`src/rtl/count_pkg.sv`:
```
// Shared types for the counter event logger: event kinds, tracker states
// and the packed event record stored in the FIFO.
package count_pkg;
  localparam int WIDTH_DEF = 4;
  localparam int DEPTH_DEF = 8;

  typedef enum logic [1:0] {
    EVT_NONE      = 2'd0,
    EVT_UP_WRAP   = 2'd1,
    EVT_DOWN_WRAP = 2'd2,
    EVT_JUMP      = 2'd3
  } evt_kind_e;

  typedef enum logic {
    ST_NO_BASE = 1'b0,
    ST_TRACK   = 1'b1
  } trk_state_e;

  // Record width follows WIDTH_DEF; the logger's WIDTH must match it.
  typedef struct packed {
    evt_kind_e              kind;
    logic [WIDTH_DEF-1:0]   prev;
    logic [WIDTH_DEF-1:0]   value;
  } count_evt_t;
endpackage

```
`src/rtl/count_evt_fifo.sv`:
```
// Synchronous FIFO of count_evt_t records; pointers carry one extra bit so
// full and empty are distinguished without a separate occupancy counter.
module count_evt_fifo
  import count_pkg::*;
#(
  parameter int DEPTH = DEPTH_DEF
) (
  input  logic       clk,
  input  logic       rst,
  input  logic       push,
  input  logic       pop,
  input  count_evt_t wdata,
  output count_evt_t head,
  output logic       full,
  output logic       empty
);
  localparam int AW = $clog2(DEPTH);

  logic [AW:0] wr_ptr;
  logic [AW:0] rd_ptr;
  count_evt_t  mem [DEPTH];
  logic        pop_ok;

  // Storage is cleared on reset so the head outputs read as zero afterwards.
  always_ff @(posedge clk) begin
    if (rst) begin
      wr_ptr <= '0;
      rd_ptr <= '0;
      for (int i = 0; i < DEPTH; i++) begin
        mem[i] <= '0;
      end
    end else begin
      if (push) begin
        mem[wr_ptr[AW-1:0]] <= wdata;
        wr_ptr              <= wr_ptr + (AW+1)'(1);
      end
      if (pop_ok) begin
        rd_ptr <= rd_ptr + (AW+1)'(1);
      end
    end
  end

  assign pop_ok = pop && !empty;
  assign empty  = (wr_ptr == rd_ptr);
  assign full   = (wr_ptr[AW] != rd_ptr[AW]) && (wr_ptr[AW-1:0] == rd_ptr[AW-1:0]);
  assign head   = mem[rd_ptr[AW-1:0]];
endmodule

```
`src/rtl/count_event_logger.sv`:
```
// Observes a WIDTH-bit counter, classifies each sampled transition and queues
// wraps and jumps for a valid/ready consumer, with saturating wrap statistics.
module count_event_logger
  import count_pkg::*;
#(
  parameter int WIDTH  = WIDTH_DEF,
  parameter int DEPTH  = DEPTH_DEF,
  parameter int STAT_W = 8
) (
  input  logic              clk,
  input  logic              rst,
  input  logic              sample_en,
  input  logic [WIDTH-1:0]  count_in,
  output logic              evt_valid,
  input  logic              evt_ready,
  output logic [1:0]        evt_kind,
  output logic [WIDTH-1:0]  evt_prev,
  output logic [WIDTH-1:0]  evt_value,
  output logic [STAT_W-1:0] up_wraps,
  output logic [STAT_W-1:0] down_wraps,
  output logic              overflow
);
  trk_state_e       state;
  logic [WIDTH-1:0] prev;
  evt_kind_e        kind;
  logic             push_req;
  logic             push_ok;
  logic             pop;
  logic             full;
  logic             empty;
  count_evt_t       wdata;
  count_evt_t       head;

  // Wraps are tested before single steps because prev+1 wraps to 0 at max.
  function automatic evt_kind_e classify(input logic [WIDTH-1:0] p,
                                         input logic [WIDTH-1:0] c);
    logic [WIDTH-1:0] max_v;
    max_v = '1;
    if (c == p)                                          return EVT_NONE;
    else if ((p == max_v) && (c == '0))                  return EVT_UP_WRAP;
    else if ((p == '0) && (c == max_v))                  return EVT_DOWN_WRAP;
    else if ((c == p + WIDTH'(1)) || (c == p - WIDTH'(1))) return EVT_NONE;
    else                                                 return EVT_JUMP;
  endfunction

  function automatic logic [STAT_W-1:0] sat_inc(input logic [STAT_W-1:0] v);
    if (v == '1) return v;
    else         return v + STAT_W'(1);
  endfunction

  // Classification, handshake and push acceptance.
  always_comb begin
    kind        = classify(prev, count_in);
    push_req    = sample_en && (state == ST_TRACK) && (kind != EVT_NONE);
    pop         = evt_valid && evt_ready;
    push_ok     = push_req && (!full || pop);
    wdata.kind  = kind;
    wdata.prev  = prev;
    wdata.value = count_in;
  end

  // Baseline tracker, statistics and sticky drop flag.
  always_ff @(posedge clk) begin
    if (rst) begin
      state      <= ST_NO_BASE;
      prev       <= '0;
      up_wraps   <= '0;
      down_wraps <= '0;
      overflow   <= 1'b0;
    end else if (sample_en) begin
      case (state)
        ST_NO_BASE: begin
          prev  <= count_in;
          state <= ST_TRACK;
        end
        ST_TRACK: begin
          prev <= count_in;
          if (kind == EVT_UP_WRAP)   up_wraps   <= sat_inc(up_wraps);
          if (kind == EVT_DOWN_WRAP) down_wraps <= sat_inc(down_wraps);
          if (push_req && full && !pop) overflow <= 1'b1;
        end
        default: state <= ST_NO_BASE;
      endcase
    end
  end

  count_evt_fifo #(.DEPTH(DEPTH)) u_fifo (
    .clk   (clk),
    .rst   (rst),
    .push  (push_ok),
    .pop   (pop),
    .wdata (wdata),
    .head  (head),
    .full  (full),
    .empty (empty)
  );

  assign evt_valid = !empty;
  assign evt_kind  = head.kind;
  assign evt_prev  = head.prev;
  assign evt_value = head.value;
endmodule
```
`config.mk`:
```
export PLATFORM = sky130hd
export DESIGN_NAME = count_event_logger
export DESIGN_NICKNAME = d
export VERILOG_FILES = /design/src/rtl/count_pkg.sv /design/src/rtl/count_evt_fifo.sv /design/src/rtl/count_event_logger.sv
export SDC_FILE = /design/constraint.sdc
export NUM_CORES = 1
export LEC_CHECK = 0
export ABC_AREA = 0
export CAP_MARGIN = 20
export CORE_UTILIZATION = 55
export CTS_BUF_LIST = sky130_fd_sc_hd__clkbuf_4 sky130_fd_sc_hd__clkbuf_8 sky130_fd_sc_hd__clkbuf_16
export CTS_CLUSTER_DIAMETER = 150
export DETAILED_ROUTE_END_ITERATION = 10
export DONT_BUFFER_PORTS = 1
export HOLD_SLACK_MARGIN = 0.08
export PLACE_DENSITY = 0.68
export SKIP_LAST_GASP = 1
export SLEW_MARGIN = 0
export SYNTH_ARGS = -nofsm -noshare
export SYNTH_HDL_FRONTEND = slang
export SYNTH_SLANG_ARGS = --single-unit
```
`constraint.sdc`:
```
create_clock -name clk -period 8.2 [get_ports clk]
set_input_delay 1.64 -clock clk [delete_from_list [all_inputs] [get_ports clk]]
set_output_delay 1.64 -clock clk [all_outputs]
set_load 0.02 [all_outputs]
```
### After elaboration in Yosys (flattened, before gate mapping)

Memory sizes are Yosys's and may differ from the RTL's. A register that Yosys moved wholly into a read port is not among the register bits.
Index checks and enable logic that the tools add are counted.
Widths: inputs -> output; s select.

* reduce and logical (&&, ||, !) cells: 22
* bitwise gates (word level): 2
* add/sub/neg operators: 6
* mux-type cells: 14
* equal/unequal tests: 12

Operators by type and width (count)
* $add 8x1->8 const B: 2
* $eq 4x4->1: 4
* $eq 8x8->1 const B: 2
* $add 4x1->4 const B: 3
* $logic_and 1x1->1: 10
* $mux 10: 1
* $reduce_or 10->1: 1
* $mux 3: 3
* $eq 4x4->1 const B: 2
* $logic_not 4->1: 2
* $mux 2: 4
* $reduce_and 4->1: 2
* $mux 1: 6
* $sub 4x1->4 const B: 1
* $eq 3x3->1: 1
* $logic_not 1->1: 3
* $reduce_and 3->1: 1
* $eq 2x1->1 const B: 1
* $eq 2x2->1 const B: 1
* $logic_or 1x1->1: 2
* $not 1->1: 2
* $reduce_bool 2->1: 1
* $ne 1x1->1: 1

* memories kept: 1
* memory bits (writable): 80
* output and inout bits: 28
* word-level logic and storage cells: 64
* flip-flop bits (word level): 30
* bits of input ports: 8

Memories
* u_fifo.mem: depth 8, width 10, read ports 1, clocked after memory_dff 1, wr ports 8, RTL line count_evt_fifo.sv:21 `count_evt_t mem [DEPTH];`

### Longest topological paths before layout

* word-level depth: 15
* depth in mapped cells: 10

### Hierarchy

Synthesis repeated with hierarchy kept, for this count alone.

* cells, all modules: 422
* area total of the unflattened synthesis: 5615.4 um^2

By module, submodules not included
* count_evt_fifo: cells each 283, seq. area each 2622.5 um^2, times used 1, area each 4342.9 um^2
* count_event_logger: cells each 139, seq. area each 440.4 um^2, times used 1, area each 1272.5 um^2

### Least setup slack after synthesis

Ideal clock, no wire load.

* kind: input to register
* from: in count_in[2]
* to: mem u_fifo.mem[1][0] (netlist name), enable pin
* path slack: 4.289 ns
* data arrival time: 3.532 ns
* cell stages on the path: 8
* cells stage by stage: buf_2 nor4b_1 and2_1 or2_1 clkbuf_2 o2111ai_2 buf_4 o21bai_1

RTL lines
* from (decl): RTL line count_event_logger.sv:13 `input logic [WIDTH-1:0] count_in,`
* to (decl): RTL line count_evt_fifo.sv:21

==> impl_metrics.py <==
metrics = {
    "placement": {
        "io_buffers": 0,
        "detailed_place_hpwl_um": 7530,
        "place.gp.congestion": 0.802,
        "dpl_cell_area_mm2": 0.00542,
        "placedCellCount": 549,
    },
    "worst_setup_path": {
        "cp_max_fo": 20,
        "r2r-end": "u_fifo.mem[5][9]$_SDFFCE_PN0P_",
        "path_buf_inv": 0,
        "reg2reg_depth": 7,
        "reg2reg_from": "prev[1]$_SDFFE_PP0P_",
        "crit_chain": "mux4_2, mux2_2",
        "worst_setup_path_start_kind": "flip-flop",
        "crit_family": "flip-flops",
        "cp.required_ps": 6560,
        "slowest_delay_ps": 940,
        "path_class": "flip-flop to primary output",
        "crit_end": "evt_prev[0]",
        "cpMaxStageDelayCell": "dfxtp_1",
        "cp.depth": 2,
        "rrSetupSlack_ps": 4960,
        "crit_arrival_ps": 2270,
        "endpoint_kind": "primary output",
    },
    "clock_network": {
        "cts.sink_count": 113,
        "cts-root-buf": "clkbuf_8",
        "path_clk_slew_ps": 50,
        "cts_resized": 0,
        "cts_inserted_buffers": 17,
        "post_cts_buffers": 0,
        "clockBufferDepth": 2,
        "cts_tree": "done",
        "cts_max_level": 4,
        "clk_latency_ps": 510,
        "postCtsHoldBufs": 0,
    },
    "timing": {
        "setup_viol": 0,
        "min_period_over_period_pct": 47.7,
        "skew_ps": 11.9,
        "slew_headroom_pct": 30.5,
        "period_needed_ps": 3910,
        "hold_viol": 0,
        "worst_pin_slew_ps": 1040,
        "drv_slew": 0,
        "fin_setup_tns_ps": 0,
        "fmax_mhz": 256,
        "rsz0062_at_grt": "no",
    },
    "layout": {
        "antenna_cells": 0,
        "final_common_cell": "nor2_1",
        "fin_nets": 454,
        "final_cells": 582,
        "drive_gt1_share_pct": 17.7,
        "postLayoutCoreUtil_pct": 64.4,
        "layout_common_cells": "nor2_1 (101), edfxtp_1 (80), dfxtp_1 (33)",
        "area_growth_pct": 12.3,
        "fin_area_mm2": 0.00601,
    },
    "logic_synthesis": {
        "syn_area_per_cell_um2": 12.0,
        "yosysTopAreaCell": "edfxtp_1",
        "synth_warnings": 0,
        "netlist_area_mm2": 0.00535,
        "synthTopCellsByArea": "edfxtp_1 (45%), dfxtp_1 (12%), mux4_2 (8.4%), nor2_1 (7.1%), xnor2_1 (2.8%)",
        "synth_fp_nets": 459,
        "synth-seq-cells": 113,
        "netlist.area_leader.share_pct": 44.9,
        "yosysUniqueCellTypes": 50,
        "netlist_instances": 445,
        "seq_area_frac_synth_pct": 57.2,
    },
    "status": {
        "status": "finished clean",
    },
    "worst_hold_path": {
        "hp-class": "flip-flop to flip-flop",
    },
    "detailed_routing": {
        "routed_wl_um": 11000,
        "wl_per_cell_um": 19.0,
        "remaining_drc_errors": 0,
        "drt-pass1-iter-count": 5,
        "viasPerCell": 5.70,
        "drtIter0Drc": 236,
        "vias": 3317,
        "antenna_left": 0,
    },
    "global_route": {
        "track_usage_pct": 24.1,
        "grt_max_degree": 47,
        "grt_antenna_before_repair": 0,
        "grt_pass1_vias": 3283,
        "grt_pass1_wl_um": 17500,
        "grt-ovfl-total": 0,
    },
    "power": {
        "p_per_area_mw_per_mm2": 247,
        "p_clk_share_pct": 48.4,
        "netSwitchingPower_uw": 332,
        "power_frac_comb_pct": 8.2,
        "vdd_drop_max_mv": 0.171,
        "p_leak_nw": 2.04,
        "p_int_mw": 1.15,
        "sw_frac_of_total_pct": 22.3,
        "p_seq_share_pct": 43.3,
    },
    "floorplan": {
        "die_w_um": 101,
        "die_area_mm2": 0.0101,
        "die_h_um": 101,
        "row_count": 35,
        "core_area_mm2": 0.00933,
        "start_util_pct": 57.4,
        "io_pins": 36,
    },
    "flow_run": {
        "cap_violations": 0,
    },
}
[flip-flops by register name, indices dropped and copies added (netlist names), named ones only]
signal	flops
overflow	1
u_fifo.rd_ptr	4
up_wraps	8
u_fifo.wr_ptr	4
down_wraps	8
prev	4
state	1
u_fifo.mem	80
[how the worst min path moves through the flow]
stage | startpoint | to | slack [ps] | cells after the start
after CTS | state$_SDFFE_PP0P_ | state$_SDFFE_PP0P_ | 490 | 2
after detailed placement | state$_SDFFE_PP0P_ | state$_SDFFE_PP0P_ | 480 | 2
after floorplan | state$_SDFFE_PP0P_ | state$_SDFFE_PP0P_ | 430 | 2
final | state$_SDFFE_PP0P_ | state$_SDFFE_PP0P_ | 480 | 2
after global placement | state$_SDFFE_PP0P_ | state$_SDFFE_PP0P_ | 440 | 2
after global routing | state$_SDFFE_PP0P_ | state$_SDFFE_PP0P_ | 500 | 2
[power by group through the flow]
stage | registers [mW] | clock network (mW) | logic [mW]
final | 0.643 | 0.719 | 0.122
after global routing | 0.645 | 0.752 | 0.132
after CTS | 0.643 | 0.726 | 0.124
after detailed placement | 0.655 | 0 | 0.123
after global placement | 0.654 | 0 | 0.121
after floorplan | 0.647 | 0 | 0.107
[synthesized netlist by cell type, drive strengths merged]
master     n
o21ai      5
ha         6
o22a       1
a21boi     1
xnor2     17
nor2b      2
nand3b     1
and4       1
or3        1
a21oi      7
dfxtp     33
nor4b      1
a211o      1
edfxtp    80
o41ai      2
buf       13
nand2b     3
o22ai      1
and2       3
nor3      23
clkbuf    17
mux2      13
and3b      1
o2111ai    1
nand3     10
nor3b      1
nor4       9
nor2     101
xnor3      2
nand2     26
mux2i      5
xor2      11
or2        1
o211ai     6
nand4      2
inv        9
o21bai     7
a2111oi    1
mux4      20
[metal layers]
metal / part of all wire [%] / routed length (µm) / track usage [%] / vias up
li1: - / - / - / 1591
met1: 41 / 4540 / 30.1 / 1612
met2: 52 / 5700 / 41.1 / 98
met3: 5.3 / 586 / 4.37 / 16
met4: 1.9 / 206 / 10.6 / 0
met5: 0 / 0 / 0 / -
[cell families after synthesis]
kind of cell               Yosys count  synth area share, %
AOI/OAI and AO/OA                   33                 5.19
xor gates and xnor gates            30                 5.56
adders and majority gates            6                 1.40
buffers and inverters               39                 3.13
DFF                                113                 57.2
muxes                               38                 12.1
and+or+nand+nor                    186                 15.4
[metrics by stage]
step / power, mW / hold WS (ps) / worst slack (ps)
floorplan: 0.754 / 427 / 4290
global placement: 0.775 / 438 / 4060
detailed placement: 0.778 / 477 / 3970
CTS: 1.49 / 486 / 4260
global route: 1.53 / 502 / 4180
finish: 1.48 / 480 / 4290
[tightest hold or removal path: stages (launching register included)]
cell and delay [ps]:
dfxtp_1 310, nor2_1 80, nor2_1 50
[area by class of cell]
type | instances | area (µm²)
repair buffers | 6 | 45.0
inverters | 9 | 33.8
well taps | 129 | 161
multi-input cells | 293 | 2120
flip-flops and latches | 113 | 3060
clock buffers | 20 | 443
fillers | 724 | 3320
clock inverters | 12 | 141
No activity file was read; power rests on OpenSTA's default activity.
